### src/rtl/ram_sync_init.sv
// ram_sync_init: single-port synchronous RAM that fills itself with INIT_VAL
// after every reset, then serves reads and writes with a 1- or 2-cycle
// registered read path and selectable same-address read-during-write behaviour.
module ram_sync_init #(
  parameter int                 DATA_W   = 8,
  parameter int                 ADDR_W   = 4,
  parameter int                 RD_LAT   = 1,
  parameter int                 RDW_MODE = 0,
  parameter logic [DATA_W-1:0]  INIT_VAL = '0
) (
  input  logic              clock,
  input  logic              reset,
  input  logic [ADDR_W-1:0] address,
  input  logic [DATA_W-1:0] dataIn,
  input  logic              we,
  input  logic              rd,
  output logic [DATA_W-1:0] dataOut,
  output logic              rd_valid,
  output logic              busy,
  output logic              drop
);

  localparam int DEPTH = 2 ** ADDR_W;

  typedef enum logic {
    INIT  = 1'b0,
    READY = 1'b1
  } state_t;

  state_t            state;
  state_t            state_nxt;
  logic [ADDR_W-1:0] init_cnt;
  logic [ADDR_W-1:0] init_cnt_nxt;

  logic [DATA_W-1:0] mem [DEPTH];

  logic              rd_ok;
  logic [DATA_W-1:0] rd_word;
  logic [DATA_W-1:0] data_p1;
  logic              vld_p1;
  logic [DATA_W-1:0] data_in_p1;
  logic              vld_in_p1;

  assign busy  = (state == INIT);
  assign rd_ok = rd && (state == READY);

  // Write-first forwards the incoming word; the port has one shared address,
  // so any simultaneous write necessarily targets the word being read.
  assign rd_word = (RDW_MODE == 1 && we) ? dataIn : mem[address];

  // State and init counter registers
  always_ff @(posedge clock) begin
    if (reset) begin
      state    <= INIT;
      init_cnt <= '0;
    end else begin
      state    <= state_nxt;
      init_cnt <= init_cnt_nxt;
    end
  end

  // Next-state logic: sweep every word once, leave INIT on the last one
  always_comb begin
    state_nxt    = state;
    init_cnt_nxt = init_cnt;
    case (state)
      INIT: begin
        init_cnt_nxt = init_cnt + 1'b1;
        if (init_cnt == {ADDR_W{1'b1}}) begin
          state_nxt = READY;
        end
      end
      READY: begin
        state_nxt = READY;
      end
      default: begin
        state_nxt = INIT;
      end
    endcase
  end

  // Memory array: init sequencer owns the port in INIT, user writes in READY
  always_ff @(posedge clock) begin
    if (!reset) begin
      if (state == INIT) begin
        mem[init_cnt] <= INIT_VAL;
      end else if (we) begin
        mem[address] <= dataIn;
      end
    end
  end

  // Rejected-access pulse while the init sequence owns the memory
  always_ff @(posedge clock) begin
    if (reset) begin
      drop <= 1'b0;
    end else begin
      drop <= (state == INIT) && (we || rd);
    end
  end

  generate
    if (RD_LAT == 2) begin : g_lat2
      logic [DATA_W-1:0] data_p0;
      logic              vld_p0;

      // ---- stage p0: array read ----
      // Valid tracks the read through the pipe and is flushed by reset
      always_ff @(posedge clock) begin
        if (reset) begin
          vld_p0 <= 1'b0;
        end else begin
          vld_p0 <= rd_ok;
        end
      end

      // Captured word; qualified by vld_p0 so it needs no reset
      always_ff @(posedge clock) begin
        if (rd_ok) begin
          data_p0 <= rd_word;
        end
      end

      assign vld_in_p1  = vld_p0;
      assign data_in_p1 = data_p0;
    end else begin : g_lat1
      assign vld_in_p1  = rd_ok;
      assign data_in_p1 = rd_word;
    end
  endgenerate

  // ---- stage p1: output register ----
  // Output holds its value between reads and clears on reset
  always_ff @(posedge clock) begin
    if (reset) begin
      vld_p1  <= 1'b0;
      data_p1 <= '0;
    end else begin
      vld_p1 <= vld_in_p1;
      if (vld_in_p1) begin
        data_p1 <= data_in_p1;
      end
    end
  end

  assign dataOut  = data_p1;
  assign rd_valid = vld_p1;

endmodule

### config.mk
export PLATFORM = sky130hd
export DESIGN_NAME = ram_sync_init
export DESIGN_NICKNAME = d
export VERILOG_FILES = /design/src/rtl/ram_sync_init.sv
export SDC_FILE = /design/constraint.sdc
export NUM_CORES = 1
export LEC_CHECK = 0
export CORE_MARGIN = 3
export CORE_UTILIZATION = 32
export CTS_CLUSTER_SIZE = 40
export DETAILED_ROUTE_END_ITERATION = 12
export SYNTH_ARGS = -nofsm -noshare
export SYNTH_HDL_FRONTEND = slang
export SYNTH_SLANG_ARGS = --single-unit
export TNS_END_PERCENT = 20
### constraint.sdc
create_clock -name clock -period 6.55 [get_ports clock]
set_input_delay 1.31 -clock clock [delete_from_list [all_inputs] [get_ports clock]]
set_output_delay 1.31 -clock clock [all_outputs]
set_load 0.01 [all_outputs]
* After elaboration in Yosys (flattened, before gate mapping)
Memory sizes are Yosys's and may differ from the RTL's. A register that Yosys moved wholly into a read port is not among the register bits. Cells that the tools add are included.
Cells by class: add/sub/neg operators 1, equality and inequality tests 1, mux-type cells 12, bitwise logic cells 1, reduce and logical (&&, ||, !) cells 4
Operators with widths (count):
- two-way mux 1 bit | 9
- two-way mux 8 bit | 1
- OR reduction 8 bit | 1
- adder 4 x 1 -> 4 bit, second input constant | 1
- equality test 4 bit, second input constant | 1
- two-way mux 4 bit | 1
- logical AND 1 bit | 2
- case mux 1 bit (2 select lines) | 1
- logical OR 1 bit | 1
- inverter 1 bit | 1
Word-level totals: bits in registers 7, bits in writable memories 128, input bits 16, output and inout port bits 11, word-level logic and storage cells 24, memories kept 1
Memories:
- mem | words 16, bits a word 8, read ports 1, clocked after Yosys merged registers in 1, wr ports 1, line 35 | logic [DATA_W-1:0] mem [DEPTH];

* Logic depth before layout (Yosys ltp)
depth in word-level cells 6, mapped depth 7, depth with buffers taken out 4

* Worst setup path before layout
No wires, ideal clock.
path kind input-to-reg, start input address[3], end memory mem[10][0] (enable), setup time 0.370 ns, data arrival time 2.676 ns, data required time 6.180 ns, setup slack 3.504 ns, stages 7, path buffers 3, cell sequence buf_2 > buf_2 > buf_2 > nand3_1 > a21oi_1 > nand2_1 > nor2_1
On the way: word-level cells in the longest chain between the ends 1
Ends and longest elaborated chain:
- from (decl) | line 13 | input logic [ADDR_W-1:0] address,
- two-way mux 4 bit (no source line)
- to (decl) | line 35
Every way passes these cells.

* Final worst setup path
start input reset, end memory mem[1][7] (enable)
On the way: word-level cells in the longest chain between the ends 4, elaborated cells between the ends (all ways) 7, those cells by class 6 x mux; 1 x reduce/logical
Ends and longest elaborated chain:
- from (decl) | line 12 | input logic reset,
- two-way mux 1 bit | line 84 | if (!reset) begin
- two-way mux 1 bit (not written as such) | line 88 | mem[address] <= dataIn;
- OR reduction 8 bit (no source line)
- two-way mux 4 bit (no source line) / two-way mux 1 bit (equally long branches)
Parallel ways exist; a longest one is shown, timed or not.

==> qor.txt <==
Flops & latches, synth: 143
Tightest Pin Transition: 832.8 ps
Hold Startpoint: dataOut[0]
DRC Markers: 0
Post-Place Cells: 531
Leakage: 2.045 nW
# Post-CTS Setup Buffers: 0
Largest family of logic cells by synthesized area: multiplexers
Final core utilization: 39.64%
Synth-to-Final Area Change: 18.88%
TritonCTS clock tree: built
Crit path largest cell delay: 690 ps
Worst Clk Skew: 7.189 ps
Total GRT Usage: 12.32%
Vias per inst: 4.883
Clock Pin Slew Worst Setup and Hold Paths: 60 ps
Fmax: 275.3 MHz
Clock sinks: 143
Max-slew headroom: 44.48%
CTS max path bufs: 2
Synth Area in XOR/XNOR: 0.4653%
Most frequent cell after synthesis: edfxtp_1
Mapped cell area: 5647 sq um
Multiplexer share of the synthesized area: 16.49%
Syn Inst Count: 297
Initial Utilization: 33.34%
Hold Path Depth: 2
Critical Path Sink Type: register
Share of cells above drive strength 1: 20.18%
GR Overflow Total: 0
Sequential fraction of the synthesis area: 73.39%
Final Power: 2.062 mW
GP Congestion: 0.7490
PwrDens: 307.2 nW/um^2
Crit Path Category: in2reg
Unrepaired setup endpoints after global routing: false
CP arrival: 3670 ps
R2R depth: 4
Initial DRC count: 193
DR WL/cell: 19.99 um
CTS resizes: 0
Final Cycle Share: 55.45%
Die Span Y: 138.8 um
Footprint of the multi-input gates: 1405 sq um
Avg Inst Size Synth: 19.01 sq um
Crit path cell chain: clkdlybuf4s50_1 -> and3b_1 -> mux2i_1 -> nand2_1 -> nor2_1
Status: finished, final reports clean
Setup Viol. Count Final: 0
Worst Hold Path EP: dataOut[0]
Post-DP HPWL: 7.299 mm
IO buf count: 26
Core ar.: 16940 sq um
Largest net degree at the start of global routing: 37
Die width: 138.8 um
Synth area leader: edfxtp_1
Number of max-cap violations: 0
Worst Hold Class: reg2reg
Max-slew violations: 0
Initial antenna violation count: 0
Final antenna-violating net count: 0
Syn Nets: 314
Synth Area in Adders: 0.2216%
Clk_lat worst skew: 410 ps
Worst vdd ir: 0.1472 mV
Worst hold slack: 504.5 ps
# diodes: 0
Top cells by area, synth: edfxtp_1 (68%), mux4_2 (9.6%), dfxtp_1 (5.3%)
CTS H-tree lvls: 4
Synth warn: 0
Post-synth top flop: edfxtp_1
Crit path max fanout: 18
CP max-delay cell: and3b_1
Final WL: 11.24 mm
WP data required: 6580 ps
Fillcell total: 1519
Final Critical Period: 3632 ps
Die ar.: 19280 sq um
Netlist cell types: 37
Post-synth ARST share: 0%
Vias in the first global route: 2898
Compound-cell area share of the yosys netlist: 2.637%
Post-synthesis simple-gate area fraction: 5.074%
Final net count: 347
First-pass GRT wire length: 17.68 mm
Setup_tns: 0 ps
EDFF count, synth: 128
Cts bufs inserted: 17
Drt pass-1 iters: 4
IO Pins: 27
Worst setup SP type: input pin
R2r endpoint: mem[1][7]
R2R Setup Slk: 3930 ps
Post-CTS Hold Buffers: 0
Most frequent cells after synthesis: edfxtp_1 (128), mux4_2 (24), nor2_1 (23)
Std cell rows: 47
Top-area cell type share of the netlist area: 68.07%
Layout Cells excl Fill: 562
Hold Violations, Final: 0
Vias: 2744
CTS root buf: clkbuf_16
Critical R2R Launch: state
Sequential Area: 4144 sq um
==> worst max-delay path by stage <==
stage / end / slack [ps] / cells past startpoint / start
floorplan: mem[10][0] / 3500 / 7 / address[3]
global placement: mem[9][6] / 2590 / 5 / reset
detailed placement: mem[1][6] / 2470 / 5 / reset
CTS: mem[1][7] / 2920 / 5 / reset
global route: mem[3][5] / 2730 / 5 / reset
finish: mem[1][7] / 2920 / 5 / reset
==> where the power goes <==
group	switching, mW	total (mW)	internal [mW]
sequential	0.00581	1.00	0.994
clock	0.377	0.984	0.607
combinational	0.0400	0.0782	0.0382
==> cells in the final DEF (no fill, tap or decap), types with 6 or more instances in the layout <==
cell             instances
a22oi_1                  7
and2_1                  10
clkbuf_16               17
clkdlybuf4s50_1         25
dfxtp_1                 15
edfxtp_1               128
mux2_2                  10
mux2i_1                 12
mux4_1                   6
mux4_2                  24
nand2_1                  8
nor2_1                  23
o21ai_1                  7
==> metal layers <==
layer,up-vias,wire [um],global-route usage (%)
li1,1262,-,-
met4,0,225,4.789
met2,80,5721,20.38
met3,15,622,3.310
met5,-,0,0
met1,1387,4668,15.54
==> critical path, delay by kind of cell <==
kind          cells  cell delay, ps
mux               1             290
simple gates      3            1470
buf+inv           1             600
==> sequential cells by signal (all words and copies together), names as in the netlist <==
name and count:
dataOut 8, init_cnt 4, mem 128, state 1
rd_valid 1, drop 1
==> cell families (layout without fill, tap and decap cells) <==
kind of cell | after synthesis | count (layout)
AND/OR/NAND/NOR | 57 | 57
XOR/XNOR | 3 | 3
AO/OA/AOI/OAI | 24 | 24
buffers and inverters | 17 | 62
multiplexers | 52 | 52
flip-flops | 143 | 143
adder cells (fa/ha/maj) | 1 | 1
==> per-stage QoR <==
step / instance area (sq um) / worst slack [ps]
global placement: 6106 / 2589
global route: 6713 / 2731
floorplan: 5647 / 3504
CTS: 6713 / 2916
detailed placement: 6106 / 2469
finish: 6713 / 2918
==> layout make-up <==
| class | count | share of cell area, % |
|---|---|---|
| clock inverter | 13 | 2.647 |
| clock buffer | 18 | 6.393 |
| multi-input combinational | 137 | 20.93 |
| tap | 220 | 4.101 |
| sequential | 143 | 61.73 |
| inverter | 3 | 0.1678 |
| timing repair buffer | 28 | 4.026 |
Power figures use the tool's default switching activity.
